<file path="config.mk">
export PLATFORM = sky130hd
export DESIGN_NAME = turfio_cin_lock_flat
export DESIGN_NICKNAME = d
export VERILOG_FILES = /design/src/rtl/turfio_cin_pkg.sv /design/src/rtl/turfio_cin_lock_if.sv /design/src/rtl/turfio_cin_word_assembler.sv /design/src/rtl/turfio_cin_lock.sv /design/src/flat_wrapper.sv
export SDC_FILE = /design/constraint.sdc
export NUM_CORES = 1
export LEC_CHECK = 0
export ABC_CLOCK_PERIOD_IN_PS = 2970
export BUFFER_PORTS_ARGS = -buffer_cell sky130_fd_sc_hd__buf_2
export CAP_MARGIN = 5
export CORE_ASPECT_RATIO = 2
export CORE_MARGIN = 10
export CORE_UTILIZATION = 30
export CTS_CLUSTER_SIZE = 14
export DETAILED_ROUTE_END_ITERATION = 10
export PLACE_DENSITY = 0.57
export RECOVER_POWER = 50
export SYNTH_ARGS = -nofsm -noshare
export SYNTH_HDL_FRONTEND = slang
export SYNTH_SLANG_ARGS = --single-unit
</file>
<file path="constraint.sdc">
create_clock -name aclk_i -period 2.97 [get_ports aclk_i]
set_clock_uncertainty 0.05 [all_clocks]
set_input_delay 0.1485 -clock aclk_i [delete_from_list [all_inputs] [get_ports aclk_i]]
set_output_delay 0.1485 -clock aclk_i [all_outputs]
set_load 0.05 [all_outputs]
</file>
<file path="src/rtl/turfio_cin_pkg.sv">
// turfio_cin_pkg: shared state type and constants for the CIN lock block.
package turfio_cin_pkg;
   typedef enum logic [1:0] {IDLE, HUNT, CONFIRM, LOCKED} cin_lock_state_t;
   localparam logic [31:0] TRAIN_PATTERN_DEFAULT = 32'hA55A6996;
   localparam int CIN_NIBBLES_PER_WORD = 8;
endpackage

</file>
<file path="src/rtl/turfio_cin_lock_if.sv">
// turfio_cin_lock_if: CIN nibble stream in, assembled command words out.
interface turfio_cin_lock_if;
   logic [3:0]  data;
   logic        data_ce;
   logic [31:0] cmd;
   logic        cmd_valid;
   modport master (output data, data_ce, input cmd, cmd_valid);
   modport slave  (input data, data_ce, output cmd, cmd_valid);
endinterface

</file>
<file path="src/rtl/turfio_cin_word_assembler.sv">
// turfio_cin_word_assembler: nibble shift register plus mod-8 word phase counter.
// sync_i forces the phase to 0 so the following 8 nibbles form one word.
module turfio_cin_word_assembler
   import turfio_cin_pkg::*;
(
   input  logic        clk,
   input  logic        rst_n,
   input  logic [3:0]  data_i,
   input  logic        ce_i,
   input  logic        sync_i,
   output logic [31:0] word_o,
   output logic        done_o
);
   localparam logic [2:0] LAST_NIB = 3'(CIN_NIBBLES_PER_WORD - 1);
   logic [31:0] sr_q, sr_d;
   logic [2:0]  nib_q, nib_d;
   always_comb begin
      word_o = {sr_q[27:0], data_i};
      sr_d   = ce_i ? word_o : sr_q;
      nib_d  = sync_i ? 3'd0 : ce_i ? nib_q + 3'd1 : nib_q;
      done_o = ce_i && !sync_i && nib_q == LAST_NIB;
   end
   always_ff @(posedge clk or negedge rst_n)
      if (!rst_n) begin
         sr_q  <= '0;
         nib_q <= '0;
      end else begin
         sr_q  <= sr_d;
         nib_q <= nib_d;
      end
endmodule

</file>
<file path="src/rtl/turfio_cin_lock.sv">
// turfio_cin_lock: hunts for the CIN training word, confirms lock, then forwards command words.
// Define TURFIO_CIN_ERRCNT_EN to add the saturating err_count_o error counter.
module turfio_cin_lock
   import turfio_cin_pkg::*;
#(
   parameter logic [31:0] TRAIN_PATTERN = TRAIN_PATTERN_DEFAULT,
   parameter int unsigned LOCK_COUNT    = 4,
   parameter int unsigned HUNT_TIMEOUT  = 4096
) (
   input  logic               aclk_i,
   input  logic               aclk_rstn_i,
   input  logic               lock_rst_i,
   input  logic               lock_req_i,
   input  logic               train_en_i,
   turfio_cin_lock_if.slave   cin,
   output logic               lock_status_o,
   output logic               cin_err_o
`ifdef TURFIO_CIN_ERRCNT_EN
  ,output logic [15:0]        err_count_o
`endif
);
   localparam logic [3:0]  LOCK_N = LOCK_COUNT[3:0];
   localparam logic [15:0] TMO_N  = HUNT_TIMEOUT[15:0];
   cin_lock_state_t state_q, state_d;
   logic [3:0]  match_q, match_d;
   logic [15:0] tmo_q, tmo_d;
   logic [31:0] cmd_q, cmd_d, word;
   logic        cmd_valid_q, cmd_valid_d, status_q, status_d, err_q, err_d;
   logic        done, hit, sync;
   assign hit  = cin.data_ce && word == TRAIN_PATTERN;
   // the hunt match fixes the word boundary: the next nibble starts a word
   assign sync = lock_rst_i || lock_req_i || (state_q == HUNT && hit);
   turfio_cin_word_assembler u_asm (
      .clk(aclk_i), .rst_n(aclk_rstn_i), .data_i(cin.data), .ce_i(cin.data_ce),
      .sync_i(sync), .word_o(word), .done_o(done)
   );
   always_comb begin
      state_d     = state_q;
      match_d     = match_q;
      tmo_d       = tmo_q;
      cmd_d       = cmd_q;
      cmd_valid_d = 1'b0;
      err_d       = 1'b0;
      if (lock_rst_i || lock_req_i) begin
         state_d = lock_rst_i ? IDLE : HUNT;
         match_d = '0;
         tmo_d   = '0;
      end else begin
         case (state_q)
            HUNT: if (hit) begin
               state_d = LOCK_N == 4'd1 ? LOCKED : CONFIRM;
               match_d = 4'd1;
            end else if (cin.data_ce) begin
               tmo_d = tmo_q + 16'd1;
               if (tmo_d == TMO_N) begin
                  state_d = IDLE;
                  err_d   = 1'b1;
               end
            end
            CONFIRM: if (done) begin
               if (word == TRAIN_PATTERN) begin
                  match_d = match_q + 4'd1;
                  if (match_d == LOCK_N) state_d = LOCKED;
               end else begin
                  state_d = HUNT;
                  match_d = '0;
                  tmo_d   = '0;
               end
            end
            LOCKED: if (done) begin
               cmd_valid_d = !train_en_i;
               cmd_d       = train_en_i ? cmd_q : word;
               err_d       = train_en_i && word != TRAIN_PATTERN;
            end
            default: ;
         endcase
      end
      status_d = state_d == LOCKED;
   end
   always_ff @(posedge aclk_i or negedge aclk_rstn_i)
      if (!aclk_rstn_i) begin
         state_q     <= IDLE;
         match_q     <= '0;
         tmo_q       <= '0;
         cmd_q       <= '0;
         cmd_valid_q <= 1'b0;
         status_q    <= 1'b0;
         err_q       <= 1'b0;
      end else begin
         state_q     <= state_d;
         match_q     <= match_d;
         tmo_q       <= tmo_d;
         cmd_q       <= cmd_d;
         cmd_valid_q <= cmd_valid_d;
         status_q    <= status_d;
         err_q       <= err_d;
      end
   assign cin.cmd       = cmd_q;
   assign cin.cmd_valid = cmd_valid_q;
   assign lock_status_o = status_q;
   assign cin_err_o     = err_q;
`ifdef TURFIO_CIN_ERRCNT_EN
   logic [15:0] err_cnt_q, err_cnt_d;
   always_comb err_cnt_d = lock_rst_i ? '0 : (err_d && err_cnt_q != 16'hFFFF) ? err_cnt_q + 16'd1 : err_cnt_q;
   always_ff @(posedge aclk_i or negedge aclk_rstn_i)
      if (!aclk_rstn_i) err_cnt_q <= '0;
      else err_cnt_q <= err_cnt_d;
   assign err_count_o = err_cnt_q;
`endif
endmodule

</file>
<file path="src/flat_wrapper.sv">
// flat-port wrapper written by rule: the top's interface ports become plain ports
module turfio_cin_lock_flat import turfio_cin_pkg::*;
#(
   parameter logic [31:0] TRAIN_PATTERN = TRAIN_PATTERN_DEFAULT,
   parameter int unsigned LOCK_COUNT    = 4,
   parameter int unsigned HUNT_TIMEOUT  = 4096
)
  (aclk_i, aclk_rstn_i, lock_rst_i, lock_req_i, train_en_i, lock_status_o, cin_err_o, cin_data, cin_data_ce, cin_cmd, cin_cmd_valid);
  turfio_cin_lock_if cin_i ();
  input  logic aclk_i;
  input  logic aclk_rstn_i;
  input  logic lock_rst_i;
  input  logic lock_req_i;
  input  logic train_en_i;
  output logic lock_status_o;
  output logic cin_err_o;
  input wire logic [$bits(cin_i.data)-1:0] cin_data;
  input wire logic [$bits(cin_i.data_ce)-1:0] cin_data_ce;
  output wire logic [$bits(cin_i.cmd)-1:0] cin_cmd;
  output wire logic [$bits(cin_i.cmd_valid)-1:0] cin_cmd_valid;
  assign cin_i.data = cin_data;
  assign cin_i.data_ce = cin_data_ce;
  assign cin_cmd = cin_i.cmd;
  assign cin_cmd_valid = cin_i.cmd_valid;
  turfio_cin_lock #(.TRAIN_PATTERN(TRAIN_PATTERN), .LOCK_COUNT(LOCK_COUNT), .HUNT_TIMEOUT(HUNT_TIMEOUT)) u_core (.aclk_i(aclk_i), .aclk_rstn_i(aclk_rstn_i), .lock_rst_i(lock_rst_i), .lock_req_i(lock_req_i), .train_en_i(train_en_i), .cin(cin_i), .lock_status_o(lock_status_o), .cin_err_o(cin_err_o));
endmodule
</file>
Word-level counts from Yosys, hierarchy flattened
Cells that the tools add are included.
{"block": "classes", "addsub": 3, "multipliers": 0, "div_mod_pow": 0, "n_lt_le_gt_ge": 0, "eq_ne": 14, "shift": 0, "mux": 31, "n_bitwise": 2, "reduce_logical": 14}
{"op": "$mux 16", "n": 5}
{"op": "$eq 32x32->1 const B", "n": 1}
{"op": "$ne 32x32->1 const B", "n": 1}
{"op": "$pmux 16 s2", "n": 1}
{"op": "$add 16x1->16 const B", "n": 1}
{"op": "$eq 16x13->1 const B", "n": 1}
{"op": "$mux 4", "n": 4}
{"op": "$mux 2", "n": 7}
{"op": "$mux 1", "n": 9}
{"op": "$pmux 4 s2", "n": 1}
{"op": "$eq 2x2->1 const B", "n": 3}
{"op": "$mux 3", "n": 2}
{"op": "$ne 3x1->1 const B", "n": 2}
{"op": "$ne 3x3->1 const B", "n": 2}
{"op": "$logic_and 1x1->1", "n": 5}
{"op": "$reduce_and 5->1", "n": 1}
{"op": "$add 4x1->4 const B", "n": 1}
{"op": "$eq 4x3->1 const B", "n": 1}
{"op": "$pmux 2 s2", "n": 1}
{"op": "$reduce_and 4->1", "n": 1}
{"op": "$add 3x1->3 const B", "n": 1}
{"op": "$eq 3x3->1 const B", "n": 1}
{"op": "$ne 3x2->1 const B", "n": 1}
{"op": "$reduce_and 3->1", "n": 1}
{"op": "other kinds (7)", "n": 10}
{"block": "totals", "ff_bits": 88, "latchBits": 0, "ramBits": 0, "rom_bits": 0, "input_bits": 10, "out_inout_bits": 35, "elab_cells": 73, "n_memories": 0}

Depth between registers and ports, before layout
Gate-level depths: netlist of the first run.
{"block": "logic_depth", "ltp_word": 11, "ltp_mapped": 9, "mapped_depth_nobuf": 8}

Modules after synthesis
Synthesis of the first run repeated with hierarchy kept, for this count alone.
{"block": "hier_totals", "hier_cells": 353, "hier_area_um2": 4369.2}
{"mod": "turfio_cin_lock", "instances": 1, "cells_each": 276, "area_each_um2": 3006.6, "seq_area_each_um2": 1426.4}
{"mod": "turfio_cin_word_assembler", "instances": 1, "cells_each": 77, "area_each_um2": 1362.6, "seq_area_each_um2": 775.7}

Worst setup path before layout of the first run
Ideal clock, no wire load.
{"block": "synth_path", "kind": "reg2reg", "from": "register u_core.tmo_q[0]", "to": "register u_core.state_q[0]", "setup_time_ps": 119, "arrival_time_ps": 2016, "required_time_ps": 2801, "slack_ps": 785, "path_stages_with_launch": 9, "n_path_buf": 1, "period_less_slack_ps": 2185, "path_cell_list": "dfrtp_1 ha_1 and4_1 buf_2 a211o_1 a2111oi_2 o211a_1 a21oi_1 o21ba_1"}
{"block": "synth_between", "elab_chain_cells": 7}
{"element": "from (decl)", "line": "turfio_cin_lock.sv:26", "rtl": "logic [15:0] tmo_q, tmo_d;"}
{"element": "from (signal assigned)", "line": "turfio_cin_lock.sv:92", "rtl": "tmo_q <= tmo_d;"}
{"element": "$add 16x1->16", "line": "turfio_cin_lock.sv:54", "rtl": "tmo_d = tmo_q + 16'd1;"}
{"element": "$eq 16x13->1", "line": "turfio_cin_lock.sv:55", "rtl": "if (tmo_d == TMO_N) begin"}
{"element": "$mux 2", "line": "turfio_cin_lock.sv:55"}
{"element": "$mux 2", "line": "turfio_cin_lock.sv:53", "rtl": "end else if (cin.data_ce) begin"}
{"element": "$mux 2", "line": "turfio_cin_lock.sv:50", "rtl": "HUNT: if (hit) begin"}
{"element": "$pmux 2 s2", "line": "turfio_cin_lock.sv:49", "rtl": "case (state_q)"}
{"element": "$mux 2", "line": "turfio_cin_lock.sv:44", "rtl": "if (lock_rst_i || lock_req_i) begin"}
{"element": "named net u_core.state_d[0]", "line": "turfio_cin_lock.sv:24", "rtl": "cin_lock_state_t state_q, state_d;"}
{"element": "to (signal assigned)", "line": "turfio_cin_lock.sv:90", "rtl": "state_q <= state_d;"}
{"element": "to (decl)", "line": "turfio_cin_lock.sv:24"}
The timed path passes the listed nets, and every way through them passes these cells.
A chain may end at the register's enable or synchronous reset.

Final worst setup path of the first run
{"block": "layout_path", "from": "input port cin_data_ce", "to": "register u_core.match_q[3]"}
{"block": "layout_between", "elab_chain_cells": 8, "elab_cells_between_ends": 9, "cone_classes": "eq/ne: 2; reduce/logical: 7"}
{"element": "from (decl)", "line": "flat_wrapper.sv:18", "rtl": "input wire logic [$bits(cin_i.data_ce)-1:0] cin_data_ce;"}
{"element": "$logic_and 1x1->1", "line": "turfio_cin_lock.sv:30", "rtl": "assign hit = cin.data_ce && word == TRAIN_PATTERN;"}
{"element": "$logic_and 1x1->1", "line": "turfio_cin_lock.sv:32", "rtl": "assign sync = lock_rst_i || lock_req_i || (state_q == HUNT && hit);"}
{"element": "$logic_or 1x1->1", "line": "turfio_cin_lock.sv:32"}
{"element": "$logic_not 1->1", "line": "turfio_cin_word_assembler.sv:21", "rtl": "done_o = ce_i && !sync_i && nib_q == LAST_NIB;"}
{"element": "$logic_and 1x1->1 (2 in a row)", "line": "turfio_cin_word_assembler.sv:21"}
{"element": "$ne 3x1->1 (no line)"}
{"element": "$reduce_and 3->1 (no line) *"}
{"element": "to (signal assigned)", "line": "turfio_cin_lock.sv:91", "rtl": "match_q <= match_d;"}
{"element": "to (decl)", "line": "turfio_cin_lock.sv:25", "rtl": "logic [3:0] match_q, match_d;"}
Mark *: on every way between the ends. The rest lies on a longest branch, timed or not.

==> results.yml, run 1 <==
status:
  failed_checks: "max-capacitance violations, max-slew violations"
  outcome: "complete, but fails checks"
final_layout:
  nets: 420
  layout-drive-gt1-share_pct: 26.8
  post-route-cell-area_um2: 4940
  area_growth_pct: 15.4
  nFillCells: 1380
  finish.utilization_pct: 35.4
  n_antenna_cell: 0
detailed_routing:
  wl_per_cell_um: 16.5
  via_count: 3022
  drtIter0Drc: 89
  wl_mm: 9.81
  post_drt_via_cell_ratio: 5.07
  drtPass1Iterations: 4
  drc: 0
  ant_nets: 0
logic_synthesis:
  syn-num-nets: 382
  synth_top_cell_area_share_pct: 51.4
  yosys-top-cells-area: "dfrtp_1, mux2_2, mux2_1"
  synth_ff_type: "dfrtp_1"
  yosysTopAreaCell: "dfrtp_1"
  postSynthCellCount: 364
  yosysUniqueCellTypes: 62
  ys_ff_latch: 88
  yosysSeqAreaShare_pct: 51.4
  ys_top_cells_by_count: "dfrtp_1, mux2_2, mux2_1, nor2_1"
  yosysMostFrequentCell: "dfrtp_1"
  synth_edf_count: 0
  syn_area_per_cell_um2: 11.8
  async_reset_ff_share_pct: 100
  synth.yosys.warnings: 0
  synth_area_um2: 4280
floorplan:
  initial_core_util_pct: 30.7
  die_x_um: 104
  ios: 45
  rows: 61
  dieArea_um2: 19700
  core_um2: 14000
  die_h_um: 189
clock_network:
  cts_resized: 0
  hold_buffers: 0
  cts_tree: "done"
  clk_latency_ns: 0.34
  clk_pin_slew_ns: 0.06
  cts_buffers: 9
  cts_root_buffer: "clkbuf_16"
  htree_num_levels: 3
  clock_path_buffers: 2
  cts.sinks: 88
  cts_setup_buffers: 0
sta:
  hold_violations: 0
  slew_headroom_pct: -47.5
  worst_pin_slew_ns: 2.21
  rsz0062_at_grt: "false"
  period_needed_ns: 2.57
  fin_crit_sh_pct: 86.4
  setup_viol: 0
  fmaxAchievable_mhz: 390
  maxSlewViolCount: 121
  tns_ns: 0
grt:
  overflow: 0
  gr-usage-all-layers_pct: 10.1
  antenna_found_initial: 0
  grt_pass1_vias: 3141
  grt_pass1_wl_mm: 16.2
  grt_max_degree: 89
min_path:
  hold_class: "in2reg"
  hold_depth: 2
worst_setup_path:
  critPathTopFamily: "buffers and inverters"
  critPathBufInv: 2
  cp-start-kind: "primary input"
  slowest_stage: "clkbuf_1"
  slowest_delay_ns: 1.24
  cp_max_fo: 31
  required_ns: 3.14
  worstPathArrival_ns: 2.74
  worstRegToRegCells: 7
  endpoint_kind: "flop"
  crit_cells: 6
  path_cells: "buf_2 -> clkbuf_1 -> a31oi_1 -> nor2_1 -> o21ai_0 -> a32o_1"
  critical_path_class: "in2reg"
placement:
  dpl-instance-area_um2: 4650
  hpwlAfterDp_mm: 7.05
  place_congestion: 0.817
  port_buffers: 44
power_and_ir_drop:
  peakVddDrop_v: 0.000356
  finalPower_w: 0.00277
  power.leakage_nw: 2.37
  power.density_nw_per_um2: 561
flow_run:
  maxCapViolCount: 2
==> path summary, 6_finish.rpt <==
| path | start | to | slack (ns) |
|---|---|---|---|
| max reg2reg | u_core.u_asm.sr_q[17]$_DFFE_PN0P_ | u_core.match_q[3]$_DFFE_PN0P_ | 0.56 |
| min reg2reg | u_core.cin.cmd[23]$_DFFE_PN0P_ | u_core.cin.cmd[23]$_DFFE_PN0P_ | 0.43 |
| min | cin_data[2] | u_core.cin.cmd[2]$_DFFE_PN0P_ | 0.009 |
| max | cin_data_ce | u_core.match_q[3]$_DFFE_PN0P_ | 0.40 |
| max in group asynchronous | aclk_rstn_i | u_core.cin.cmd[31]$_DFFE_PN0P_ | 1.16 |
| min in group asynchronous | aclk_rstn_i | u_core.tmo_q[5]$_DFFE_PN0P_ | 0.38 |
==> stage by stage <==
step                      instances  worst slack [ns]  hold slack, ns
after floorplan                 364             0.785          -0.197
after global placement          580             0.671           0.357
final                           596             0.403         0.00921
after global routing            596             0.175          0.0110
after CTS                       596             0.569         0.00870
after detailed placement        580             0.585           0.363
==> logic make-up (layout without fill, tap and decap cells) <==
kind of cell / count (synthesis) / after routing / share of synthesized area (%)
compound gates: 73 / 73 / 11.8
xor+xnor: 4 / 4 / 0.818
fa+ha+maj: 8 / 8 / 2.34
buf+inv: 29 / 72 / 3.48
flops: 88 / 88 / 51.4
mux: 61 / 61 / 16.0
simple gates: 101 / 101 / 14.1
==> cell type report <==
cell class              instances  area [um2]  area share, %
flip-flops and latches         88        2200           44.5
clock inverters                 6        67.6           1.37
repair buffers                 48         246           4.99
multi-input cells             247        1930           39.1
clock buffers                  10         229           4.63
well taps                     189         236           4.78
inverters                       8        30.0          0.607
==> power breakdown <==
part | internal (W) | switching, W
Clock | 0.000655 | 0.000484
Sequential | 0.00130 | 0.0000989
Combinational | 0.000123 | 0.000114
==> registers in the layout, indices dropped and copies added (netlist names) <==
| signal | count |
|---|---|
| u_core.u_asm.nib_q | 3 |
| u_core.cin.cmd_valid | 1 |
| u_core.match_q | 4 |
| u_core.state_q | 2 |
| u_core.tmo_q | 16 |
| u_core.u_asm.sr_q | 28 |
| u_core.lock_status_o | 1 |
| u_core.cin.cmd | 32 |
| u_core.cin_err_o | 1 |
==> cells in the final DEF (no fill, tap or decap), drive strengths merged, types with 3 or more instances in the layout <==
| cell | count |
|---|---|
| nand4 | 7 |
| o21a | 3 |
| buf | 46 |
| nor2 | 22 |
| dfrtp | 88 |
| o21ai | 20 |
| nand2 | 19 |
| clkbuf | 12 |
| nand3 | 11 |
| and4bb | 8 |
| mux2 | 61 |
| and3 | 9 |
| and4 | 3 |
| and2 | 3 |
| ha | 8 |
| inv | 9 |
| a21oi | 18 |
| a31oi | 8 |
| nor3 | 6 |
==> per-layer routing <==
metal / track usage (%) / wire length, um / part of all wire [%]
met3: 2.69 / 343 / 3.5
met1: 10.9 / 4050 / 41
met4: 4.47 / 226 / 2.3
met2: 17.9 / 5200 / 53
met5: 0 / 0 / 0
(Power assumes the default switching activity.)
==> run 2: changes to the inputs <==
Settings changed: ABC_CLOCK_PERIOD_IN_PS 2970 to not set, CTS_BUF_LIST set to sky130_fd_sc_hd__clkbuf_16, PLACE_DENSITY 0.57 to not set, PLACE_DENSITY_LB_ADDON set to 0.1.
==> results.yml, run 2 (synthesis gave the netlist of run 1 again) <==
detailed_routing:
  wl_per_cell_um: 17.8
  drc: 0
  drtIter0Drc: 185
  post_drt_via_cell_ratio: 5.00
  ant_nets: 0
  drtPass1Iterations: 4
  wl_mm: 10.7
  via_count: 2991
grt:
  antenna_found_initial: 1
  grt_pass1_vias: 3203
  overflow: 0
  gr-usage-all-layers_pct: 11.0
  grt_max_degree: 89
  grt_pass1_wl_mm: 17.5
clock_network:
  htree_num_levels: 3
  cts_setup_buffers: 0
  clk_pin_slew_ns: 0.07
  cts_buffers: 9
  clock_path_buffers: 2
  cts_root_buffer: "clkbuf_16"
  cts.sinks: 88
  cts_tree: "done"
  clk_latency_ns: 0.34
final_layout:
  final_cell_mix: "dfrtp_1, buf_2, mux2_2, mux2_1, nor2_1"
  final_common_cell: "dfrtp_1"
  nFillCells: 1414
  stdcell_count: 598
  area_growth_pct: 16.5
  nets: 422
  largest_register_ffs: 32
  finish.utilization_pct: 35.7
  n_antenna_cell: 0
  multiInputGateArea_um2: 1930
  layout-drive-gt1-share_pct: 26.7
  seq_area_um2: 2200
floorplan:
  die_x_um: 104
  initial_core_util_pct: 30.7
  die_h_um: 189
  core_um2: 14000
  dieArea_um2: 19700
  ios: 45
  rows: 61
min_path:
  hold_depth: 2
  hold_class: "in2reg"
power_and_ir_drop:
  power.density_nw_per_um2: 582
  power.leakage_nw: 2.40
  peakVddDrop_v: 0.000367
placement:
  hpwlAfterDp_mm: 7.62
  port_buffers: 44
  dp.cells: 581
  place_congestion: 0.772
worst_setup_path:
  required_ns: 3.15
  endpoint_kind: "flop"
  critical_path_class: "reg2reg"
  worstPathArrival_ns: 2.78
  cp_max_fo: 10
  cp-start-kind: "flop"
  worstRegToRegCells: 8
sta:
  period_needed_ns: 2.60
  maxSlewViolCount: 119
  setup_viol: 0
  slew_headroom_pct: -34.1
  fmaxAchievable_mhz: 384
  fin_crit_sh_pct: 87.6
  whs_ns: 0.0176
  hold_violations: 0
  tns_ns: 0
  worst_pin_slew_ns: 2.01
  rsz0062_at_grt: "false"
flow_run:
  maxCapViolCount: 2
status:
  outcome: "complete, but fails checks"
  failed_checks: "max-capacitance violations, max-slew violations"
[run 2: cell type report]
class                      instances  area share, %
inverter                           8          0.602
timing repair buffer              50           5.27
tap                              189           4.74
sequential                        88           44.1
multi-input combinational        247           38.7
clock buffer                       9           4.51
clock inverter                     7           2.03
[run 2: worst max-delay path, cell delays in order, from the launching register on]
cell and delay (ns):
dfrtp_1 0.47, ha_1 0.32, and4_1 0.44, and3_1 0.20
a31oi_1 0.12, nor4_1 0.33, o211a_1 0.28, a21oi_1 0.10
o21ba_1 0.17
[run 2: path summary, 6_finish.rpt]
path	from	to	slack [ns]
worst min register to register	u_core.cin.cmd[3]$_DFFE_PN0P_	u_core.cin.cmd[3]$_DFFE_PN0P_	0.43
min in group asynchronous	aclk_rstn_i	u_core.tmo_q[5]$_DFFE_PN0P_	0.96
worst min-delay path	cin_data[2]	u_core.cin.cmd[2]$_DFFE_PN0P_	0.02
worst max-delay path	u_core.tmo_q[0]$_DFFE_PN0P_	u_core.state_q[0]$_DFF_PN0_	0.37
worst max register to register	u_core.tmo_q[0]$_DFFE_PN0P_	u_core.state_q[0]$_DFF_PN0_	0.37
max in group asynchronous	aclk_rstn_i	u_core.tmo_q[9]$_DFFE_PN0P_	0.68
[run 2: repair_timing]
action,4_1_cts,5_1_grt
gates resized for setup,0,0
endpoints found under the hold margin,88,0
hold buffers,1,0
[run 2: routing by layer]
layer / wire [um] / up-vias / GRT usage [%]
li1: - / 1418 / -
met1: 4090 / 1506 / 11.2
met2: 6000 / 52 / 21.0
met3: 343 / 13 / 2.07
met4: 205 / 2 / 4.84
met5: 11 / - / 0
[run 2: stage by stage]
step	instance area [um2]	setup slack, ns	power (W)
after detailed placement	4670	0.388	0.00168
after global routing	4990	0.0908	0.00304
after global placement	4670	0.399	0.00167
final	4990	0.369	0.00290
after CTS	5010	0.366	0.00296
after floorplan	4280	0.785	0.00155
[run 2: power by group]
| part | leakage, nW | switching [W] | internal [W] |
|---|---|---|---|
| registers | 1.17 | 0.000105 | 0.00130 |
| logic | 1.07 | 0.000116 | 0.000124 |
| clock network | 0.160 | 0.000515 | 0.000749 |
| total | 2.40 | 0.000735 | 0.00217 |
==> run 3: changes to the inputs <==
Settings changed: GPL_TIMING_DRIVEN set to 0.
==> results.yml, run 3 (synthesis gave the netlist of run 1 again) <==
status:
  outcome: "complete, but fails checks"
  failed_checks: "max-capacitance violations, max-slew violations"
floorplan:
  die_h_um: 189
  rows: 61
  dieArea_um2: 19700
  die_x_um: 104
  core_um2: 14000
  initial_core_util_pct: 30.7
  ios: 45
sta:
  hold_violations: 0
  maxSlewViolCount: 36
  setup_viol: 0
  rsz0062_at_grt: "false"
  slew_headroom_pct: -37.6
  period_needed_ns: 2.58
  worst_pin_slew_ns: 2.06
  fin_crit_sh_pct: 86.8
  tns_ns: 0
  fmaxAchievable_mhz: 388
  setup_slack_ns: 0.391
final_layout:
  post-route-cell-area_um2: 5060
  final_cell_mix: "dfrtp_1, mux2_2, buf_2, mux2_1, clkbuf_1"
  area_growth_pct: 18.3
  nets: 440
  n_antenna_cell: 0
  largest_register_ffs: 32
  stdcell_count: 615
  layout-drive-gt1-share_pct: 23.2
  final_common_cell: "dfrtp_1"
worst_setup_path:
  r2r-end: "u_core.state_q[0]$_DFF_PN0_"
  timing.reg2reg.setup_slack_ns: 0.39
  required_ns: 3.15
  slowest_delay_ns: 0.47
  worstRegToRegCells: 9
  path_cells: "ha_1 -> and4_1 -> buf_2 -> a311oi_1 -> a31oi_1 -> nor4_1 -> o211a_1 -> a21oi_1 -> o21ba_1"
  worstPathArrival_ns: 2.76
  critical_path_class: "reg2reg"
  slowest_stage: "dfrtp_1"
  cp_max_fo: 10
  cp-start-kind: "flop"
  timing.rr.start: "u_core.tmo_q[0]$_DFFE_PN0P_"
  critPathBufInv: 1
  endpoint_kind: "flop"
  critPathTopFamily: "compound AO/OA/AOI/OAI gates"
clock_network:
  clk_pin_slew_ns: 0.07
  cts_resized: 0
  cts_tree: "done"
  cts_root_buffer: "clkbuf_16"
  cts.sinks: 88
  clock_path_buffers: 2
  clk_latency_ns: 0.35
  cts_buffers: 9
  htree_num_levels: 3
min_path:
  holdPathEnd: "u_core.cin.cmd[3]$_DFFE_PN0P_"
  hold_class: "in2reg"
  hold_depth: 2
  min_from: "cin_data[3]"
detailed_routing:
  wl_per_cell_um: 17.3
  drtIter0Drc: 100
  wl_mm: 10.6
  via_count: 3034
  post_drt_via_cell_ratio: 4.93
  drc: 0
  ant_nets: 0
  drtPass1Iterations: 4
flow_run:
  maxCapViolCount: 1
placement:
  dpl-instance-area_um2: 4770
  hpwlAfterDp_mm: 7.98
  dp.cells: 598
  port_buffers: 44
  pre_cts_ws_ns: 0.378
  place_congestion: 0.766
power_and_ir_drop:
  finalPower_w: 0.00283
  power.leakage_nw: 2.38
  peakVddDrop_v: 0.000374
  power.density_nw_per_um2: 558
grt:
  overflow: 0
  antenna_found_initial: 1
  grt_pass1_vias: 3260
  gr-usage-all-layers_pct: 11.2
  grt_max_degree: 54
  grt_pass1_wl_mm: 17.7
[run 3: power breakdown]
part / switching (W) / internal (W) / total [W] / leakage (nW)
clock: 0.000517 / 0.000663 / 0.00118 / 0.145
combinational: 0.000119 / 0.000127 / 0.000246 / 1.07
sequential: 0.000104 / 0.00130 / 0.00140 / 1.17
total: 0.000741 / 0.00209 / 0.00283 / 2.38
[run 3: cell type report]
type	instances	area (um2)
Fill cell	1428	8900
Sequential cell	88	2200
Multi-Input combinational cell	247	1930
Timing Repair Buffer	47	245
Tap cell	189	236
Clock buffer	9	225
Buffer	21	119
Clock inverter	6	75.1
Inverter	8	30.0
[run 3: repair_timing]
action / in CTS / in global routing
setup buffers: 0 / 0
hold buffers: 2 / 0
hold endpoints to repair: 36 / 0
[run 3: worst max-delay path by stage]
stage | startpoint | endpoint | slack, ns | cells past startpoint
3_3_place_gp | u_core.tmo_q[0]$_DFFE_PN0P_ | u_core.state_q[0]$_DFF_PN0_ | 0.41 | 9
3_5_place_dp | u_core.tmo_q[0]$_DFFE_PN0P_ | u_core.state_q[0]$_DFF_PN0_ | 0.38 | 9
6_report | u_core.tmo_q[0]$_DFFE_PN0P_ | u_core.state_q[0]$_DFF_PN0_ | 0.39 | 9
2_1_floorplan | u_core.tmo_q[0]$_DFFE_PN0P_ | u_core.state_q[0]$_DFF_PN0_ | 0.78 | 8
4_1_cts | u_core.tmo_q[0]$_DFFE_PN0P_ | u_core.state_q[0]$_DFF_PN0_ | 0.36 | 9
5_1_grt | u_core.tmo_q[0]$_DFFE_PN0P_ | u_core.state_q[0]$_DFF_PN0_ | 0.21 | 9
[run 3: layer usage]
layer	track usage [%]	up-vias	routed length (um)
met1	11.2	1512	4020
met3	2.93	16	397
li1	-	1459	-
met4	4.20	2	206
met5	0	-	11
met2	21.3	45	6010
[run 3: metrics by stage]
step | hold WS, ns | utilization (%)
2_1_floorplan | -0.197 | -
4_1_cts | 0.00770 | 36.4
3_5_place_dp | 0.105 | 34.1
6_report | 0.0106 | 36.3
3_3_place_gp | 0.359 | 33.9
5_1_grt | 0.00628 | 36.3
